## src/rtl/hdr_field_sched_pkg.sv

```systemverilog
// Shared types for the header-field capture scheduler: stream beat, capture entry, FSM state.
package hdr_field_sched_pkg;

  localparam int unsigned W      = 32;
  localparam int unsigned B      = 8;
  localparam int unsigned BpW    = W / B;
  // Entry word field is sized for any MAX_WORD up to 255.
  localparam int unsigned WORD_W = 8;
  localparam int unsigned OFF_W  = $clog2(W);
  localparam int unsigned WID_W  = $clog2(W) + 1;

  typedef struct packed {
    logic [W-1:0] data;
    logic         valid;
    logic         sop;
    logic         eop;
  } avln_st;

  typedef struct packed {
    logic              en;
    logic [WORD_W-1:0] word;
    logic [OFF_W-1:0]  offset;
    logic [WID_W-1:0]  width;
  } fld_cfg_t;

  typedef enum logic [1:0] {IDLE, SCAN, DRAIN} sched_state_t;

  function automatic int unsigned max(int unsigned a, int unsigned b);
    return (a > b) ? a : b;
  endfunction

  // MSB-relative field, right-aligned and zero-extended.
  function automatic logic [W-1:0] extract(logic [W-1:0] d, logic [OFF_W-1:0] off,
                                           logic [WID_W-1:0] wid);
    logic [W-1:0] t;
    t = d << off;
    return t >> (WID_W'(W) - wid);
  endfunction

endpackage

```

## src/rtl/hdr_field_sched_pri_pick.sv

```systemverilog
// Lowest-set-bit priority encoder: mask to index plus any-set flag.
module hdr_field_sched_pri_pick #(
  parameter int unsigned N  = 4,
  parameter int unsigned IW = 2
) (
  input  logic [N-1:0]  mask,
  output logic [IW-1:0] idx,
  output logic          any
);

  always_comb begin
    idx = '0;
    any = 1'b0;
    for (int i = N - 1; i >= 0; i--) begin
      if (mask[i]) begin
        idx = IW'(i);
        any = 1'b1;
      end
    end
  end

endmodule

```

## src/rtl/hdr_field_sched.sv

```systemverilog
// Programmable header-field capture scheduler: snapshots a capture table on start, grabs
// configured fields from the beat stream and drains them in ascending entry order.
module hdr_field_sched
  import hdr_field_sched_pkg::*;
#(
  parameter int unsigned N_FIELDS = 4,
  parameter int unsigned MAX_WORD = 15,
  parameter int unsigned CNT_W    = 16,
  localparam int unsigned IDX_W   = max(1, $clog2(N_FIELDS)),
  localparam int unsigned CW_W    = $clog2(MAX_WORD + 1)
) (
  input  logic             sys_clk,
  input  logic             reset_n,
  input  avln_st           in,
  input  logic             start,
  input  logic             cfg_we,
  input  logic [IDX_W-1:0] cfg_addr,
  input  logic             cfg_en,
  input  logic [CW_W-1:0]  cfg_word,
  input  logic [OFF_W-1:0] cfg_offset,
  input  logic [WID_W-1:0] cfg_width,
  output logic             cfg_err,
  output logic             out_valid,
  input  logic             out_ready,
  output logic [IDX_W-1:0] out_id,
  output logic [W-1:0]     out_data,
  output logic             out_last,
  output logic             busy,
  output logic [CNT_W-1:0] overrun_cnt,
  output logic [CNT_W-1:0] trunc_cnt
);

  fld_cfg_t          tbl_q  [N_FIELDS];
  fld_cfg_t          snap_q [N_FIELDS];
  logic [W-1:0]      hold_q [N_FIELDS];
  logic [N_FIELDS-1:0] pend_q, capt_q;
  logic [WORD_W-1:0] cnt_q;
  sched_state_t      state_q;
  logic              trunc_q;
  logic              cfg_err_q;
  logic [CNT_W-1:0]  overrun_q, trunc_cnt_q;

  fld_cfg_t            cur_snap [N_FIELDS];
  logic [N_FIELDS-1:0] en_m, match, cur_capt, capt_d, left_m, old_left, pop_m, pend_d;
  logic [WORD_W-1:0]   cur_word;
  logic                scanning, scan_end, cfg_bad, restart;

  assign cfg_bad = (cfg_width == '0) ||
                   ((7'(cfg_offset) + 7'(cfg_width)) > 7'(W)) ||
                   (32'(cfg_word) > MAX_WORD);

  always_ff @(posedge sys_clk or negedge reset_n) begin
    if (!reset_n) begin
      for (int i = 0; i < N_FIELDS; i++) tbl_q[i] <= '0;
      cfg_err_q <= 1'b0;
    end else begin
      cfg_err_q <= cfg_we && cfg_bad;
      if (cfg_we && !cfg_bad) begin
        tbl_q[cfg_addr] <= '{en: cfg_en, word: WORD_W'(cfg_word), offset: cfg_offset,
                             width: cfg_width};
      end
    end
  end

  hdr_field_sched_pri_pick #(
    .N  (N_FIELDS),
    .IW (IDX_W)
  ) u_out_pick (
    .mask (pend_q),
    .idx  (out_id),
    .any  (out_valid)
  );

  // On a start cycle the fresh table and word 0 are evaluated against the current beat.
  always_comb begin
    for (int i = 0; i < N_FIELDS; i++) begin
      cur_snap[i] = start ? tbl_q[i] : snap_q[i];
      en_m[i]     = cur_snap[i].en;
      old_left[i] = snap_q[i].en && !capt_q[i];
    end
    cur_word = start ? '0 : cnt_q;
    cur_capt = start ? '0 : capt_q;
    scanning = start ? (|en_m) : (state_q == SCAN);
    for (int i = 0; i < N_FIELDS; i++) begin
      match[i] = scanning && in.valid && en_m[i] && !cur_capt[i] &&
                 (cur_snap[i].word == cur_word);
    end
    capt_d   = cur_capt | match;
    left_m   = en_m & ~capt_d;
    pop_m    = '0;
    if (out_valid && out_ready) pop_m[out_id] = 1'b1;
    pend_d   = (start ? '0 : (pend_q & ~pop_m)) | match;
    scan_end = (left_m == '0) || in.sop ||
               (in.valid && (in.eop || (32'(cur_word) == MAX_WORD)));
    restart  = start && ((state_q != IDLE) || (|en_m));
  end

  always_ff @(posedge sys_clk or negedge reset_n) begin
    if (!reset_n) begin
      for (int i = 0; i < N_FIELDS; i++) begin
        snap_q[i] <= '0;
        hold_q[i] <= '0;
      end
      pend_q      <= '0;
      capt_q      <= '0;
      cnt_q       <= '0;
      state_q     <= IDLE;
      trunc_q     <= 1'b0;
      overrun_q   <= '0;
      trunc_cnt_q <= '0;
    end else begin
      pend_q <= pend_d;
      for (int i = 0; i < N_FIELDS; i++) begin
        if (match[i]) hold_q[i] <= extract(in.data, cur_snap[i].offset, cur_snap[i].width);
      end
      if (restart) begin
        snap_q  <= tbl_q;
        capt_q  <= capt_d;
        cnt_q   <= in.valid ? WORD_W'(1) : '0;
        trunc_q <= 1'b0;
        state_q <= (|en_m) ? SCAN : DRAIN;
        if ((|pend_q) && (overrun_q != '1)) overrun_q <= overrun_q + 1'b1;
        if ((state_q == SCAN) && (|old_left) && (trunc_cnt_q != '1)) begin
          trunc_cnt_q <= trunc_cnt_q + 1'b1;
        end
      end else begin
        unique case (state_q)
          SCAN: begin
            capt_q <= capt_d;
            if (in.valid) cnt_q <= cnt_q + 1'b1;
            if (scan_end) begin
              state_q <= DRAIN;
              if (|left_m) begin
                trunc_q <= 1'b1;
                if (trunc_cnt_q != '1) trunc_cnt_q <= trunc_cnt_q + 1'b1;
              end
            end
          end
          DRAIN: if (pend_q == '0) state_q <= IDLE;
          default: ;
        endcase
      end
    end
  end

  // A truncated header has no defined final field, so out_last stays low for it.
  assign out_last    = (state_q == DRAIN) && !trunc_q && (pend_q != '0) &&
                       ((pend_q & (pend_q - 1'b1)) == '0);
  assign out_data    = hold_q[out_id];
  assign busy        = (state_q != IDLE);
  assign cfg_err     = cfg_err_q;
  assign overrun_cnt = overrun_q;
  assign trunc_cnt   = trunc_cnt_q;

endmodule

```

## config.mk

```make
export PLATFORM = sky130hd
export DESIGN_NAME = hdr_field_sched
export DESIGN_NICKNAME = d
export VERILOG_FILES = /design/src/rtl/hdr_field_sched_pkg.sv /design/src/rtl/hdr_field_sched_pri_pick.sv /design/src/rtl/hdr_field_sched.sv
export SDC_FILE = /design/constraint.sdc
export NUM_CORES = 1
export LEC_CHECK = 0
export BUFFER_PORTS_ARGS = -buffer_cell sky130_fd_sc_hd__buf_4
export CAP_MARGIN = 20
export CORE_MARGIN = 2
export CORE_UTILIZATION = 50
export CTS_CLUSTER_DIAMETER = 100
export DETAILED_ROUTE_END_ITERATION = 10
export PLACE_DENSITY_LB_ADDON = 0.15
export SYNTH_ARGS = -nofsm -noshare
export SYNTH_HDL_FRONTEND = slang
export SYNTH_SLANG_ARGS = --single-unit
```

## constraint.sdc

```tcl
create_clock -name sys_clk -period 7.1 [get_ports sys_clk]
set_input_delay 0.71 -clock sys_clk [delete_from_list [all_inputs] [get_ports sys_clk]]
set_output_delay 0.71 -clock sys_clk [all_outputs]
set_load 0.005 [all_outputs]
```

==> out/metrics.yaml <==
cts_made_buffers: 37
yosysWarnings: 0
crit_slowest_cell: "nor3b_1"
crit_path_max_fanout: 72
synth_edf_count: 0
die_area_sq_um: 59540
synth_ff_type: "dfrtp_1"
switching_power_mw: 9.341
placementRows: 87
swShare: 0.5484
fin_util: 0.5531
path_cells: "buf_4, mux2_2, inv_1, o21ai_1, nor2_1, xor2_1, nor3b_1, nand2_1, o311a_1, o211ai_1"
routed_wirelength_mm: 120.2
chipHeight_um: 244.0
peakVddDrop_v: 0.0003831
viasPerCell: 7.338
start_util: 0.5078
final.setup_skew_ns: 0.01118
nNetsFinal: 3264
rsz0062_at_grt: "false"
routed-via-count: 29150
max_slew.worst_pin.slew_ns: 1.169
wl_per_cell_um: 30.26
final_layout_size_suffix_gt1_frac: 0.1891
grt_remaining_overflow: 0
synthArstFlopShare: 1.000
setup_viol: 0
grt_pass1_vias: 27080
cap_violations: 0
path_clk_slew_ns: 0.06
synth_area_leader_cell: "dfrtp_1"
outcome: "finished, final reports clean"
areaGrowthSynthToFinish_pct: 8.914
max_freq_mhz: 195.9
synth_top_family_by_area: "multiplexers"
synth_nets: 3318
postCtsSetupBuffers: 0
holdBufCountCts: 0
cts_num_sinks: 308
synth_adder_area_share: 0.005908
clock_latency_ns: 0.57
worst_path_largest_cell_delay_ns: 0.89
num-fill-cells: 5175
comb_power_share: 0.717
synth_top_area_frac: 0.2676
syn_avg_cell_area_sq_um: 8.870
hold_path_class: "in -> async"
antenna_found_initial: 0
ys_types: 97
hold-worst-slack_ns: 0.1009
cts_buffer_depth: 3
path_class: "in -> reg"
ys_top_cells_by_area: "dfrtp_1 (27%), mux4_2 (12%), mux2i_1 (7.5%)"
power.total_mw: 17.03
io_pins: 128
yosysMostFrequentCell: "nand2_1"
slew_violations: 0
finalHoldViolCount: 0
muxShareOfSynthArea: 0.2563
synth_xor_area_frac: 0.02524
synth_commonest_cells: "nand2_1 (488), dfrtp_1 (308), nor2_1 (230)"
critPathCaptureType: "flip-flop"
first_iter_violations: 4593
start_kind: "primary input"
antenna_cells: 0
cp.arrival_ns: 5.57
required_ns: 7.57
ctsResizeCount: 0
slew_headroom: 0.2179
finalCriticalPeriod_ns: 5.104
synth_compound_area_frac: 0.2328
numPortBuffers: 127
seq_area_frac_synth: 0.2676
fp.dieW_um: 244.0
drcViolationCount: 0
grt_pass1_wl_mm: 179.7
gp_congestion: 1.019
syn-instance-count: 3247
total_leakage_power_nw: 12.94
post-dp-hpwl_mm: 87.21
synth_seq_cells: 308
grt_usage: 0.3957
h-tree-depth: 2
p_seq_frac: 0.166
power_density_nw_per_um2: 543.0
fin_tns_setup_ns: 0
grt_max_degree: 171
netlist_area_sq_um: 28800
r2r_slack_ns: 2.64
dr.pass1.iters: 7
internal-power_mw: 7.692
cts_tree: "done"
root_buffer: "clkbuf_16"
path_delay_family: "simple AND/OR/NAND/NOR gates"
critPathBufInv: 2
ant_nets: 0
fin_crit_sh: 0.7188
synth-simple-area-share: 0.1627
core_area_sq_um: 56710
clkPwrFrac: 0.117
==> power groups by stage <==
stage	logic, mW	registers (mW)	clock network, mW
3_5_place_dp	11.6	2.83	0
4_1_cts	11.6	2.80	2.02
3_3_place_gp	11.5	2.80	0
6_report	12.2	2.83	2.00
2_1_floorplan	8.10	2.60	0
5_1_grt	12.9	2.87	2.09
==> per-stage QoR <==
step	std cells	instance area (sq um)	setup slack, ns
after floorplan	3247	28800	2.534
after global placement	3904	30030	1.467
after detailed placement	3908	30100	1.499
after CTS	3970	31350	2.094
after global routing	3972	31370	1.758
final	3972	31370	1.996
==> metal layers <==
layer | vias up | share of wire | GRT usage
li1 | 12430 | - | -
met1 | 14350 | 0.42 | 0.5884
met2 | 2112 | 0.41 | 0.5454
met3 | 251 | 0.14 | 0.1192
met4 | 0 | 0.034 | 0.1259
met5 | - | 0 | 0
==> cell usage in the layout, fill, tap and decap left out, types with 15 or more instances in the layout <==
master / instances
nand2_1: 488
dfrtp_1: 308
nor2_1: 228
mux2i_1: 215
buf_4: 196
o21ai_0: 166
mux4_2: 156
mux2_2: 133
a21oi_1: 122
nor3_1: 117
nand3_1: 74
a22oi_1: 67
o22ai_1: 53
o211ai_1: 52
a211oi_1: 48
xor2_1: 45
o221ai_1: 38
clkbuf_16: 37
a22o_1: 32
xnor2_1: 30
a31oi_1: 30
inv_1: 29
o31ai_1: 28
a221o_1: 27
a21o_1: 24
nand4_1: 24
and3_1: 19
a211o_1: 19
a221oi_1: 18
nor4_1: 17
o32ai_1: 17
a32oi_1: 17
a32o_1: 15
==> final cells by class <==
| class | count | area, sq um | area share |
|---|---|---|---|
| clock buffer | 49 | 1011 | 0.03223 |
| clock inverter | 13 | 247.7 | 0.007898 |
| inverter | 32 | 120.1 | 0.003829 |
| multi-input combinational | 2614 | 19790 | 0.6308 |
| sequential | 308 | 7707 | 0.2457 |
| tap | 756 | 945.9 | 0.03015 |
| timing repair buffer | 200 | 1549 | 0.04938 |
==> registers in the layout, summed over array words and instances (netlist names) <==
name and cells:
capt_q 4, cfg_err 1, cnt_q 8, hold_q 128, overrun_cnt 16, pend_q 4, snap_q 64, state_q 2
tbl_q 64, trunc_cnt 16, trunc_q 1
==> worst register-to-register path, cell delays in order (launching register included) <==
cell and delay, ns:
dfrtp_1 0.44, mux2_4 0.74, mux4_2 0.64, mux2i_1 0.27, nor2_1 0.10, o311ai_1 0.75
mux2i_1 0.32, a221oi_1 0.66, o21ai_0 0.19, a211o_1 0.25
==> kinds of logic (layout without fill, tap and decap cells) <==
kind of cell,count (synthesis),count (layout)
AND/OR/NAND/NOR,1066,1066
flip-flops,308,308
multiplexers,518,518
AO/OA/AOI/OAI,934,934
buffers and inverters,325,294
adder cells (fa/ha/maj),13,13
XOR/XNOR,83,83
==> worst paths after layout <==
check                           startpoint     endpoint  depth (start not counted)
worst max-delay path                 start    hold_q[4]                         10
worst min-delay path               reset_n   hold_q[33]                          1
worst min register to register  snap_q[45]   snap_q[45]                          2
worst max register to register   tbl_q[66]  hold_q[106]                          9
min in group sys_clk                cfg_we      cfg_err                          2
max in group asynchronous          reset_n   hold_q[91]                          2
(Power assumes the default switching activity.)
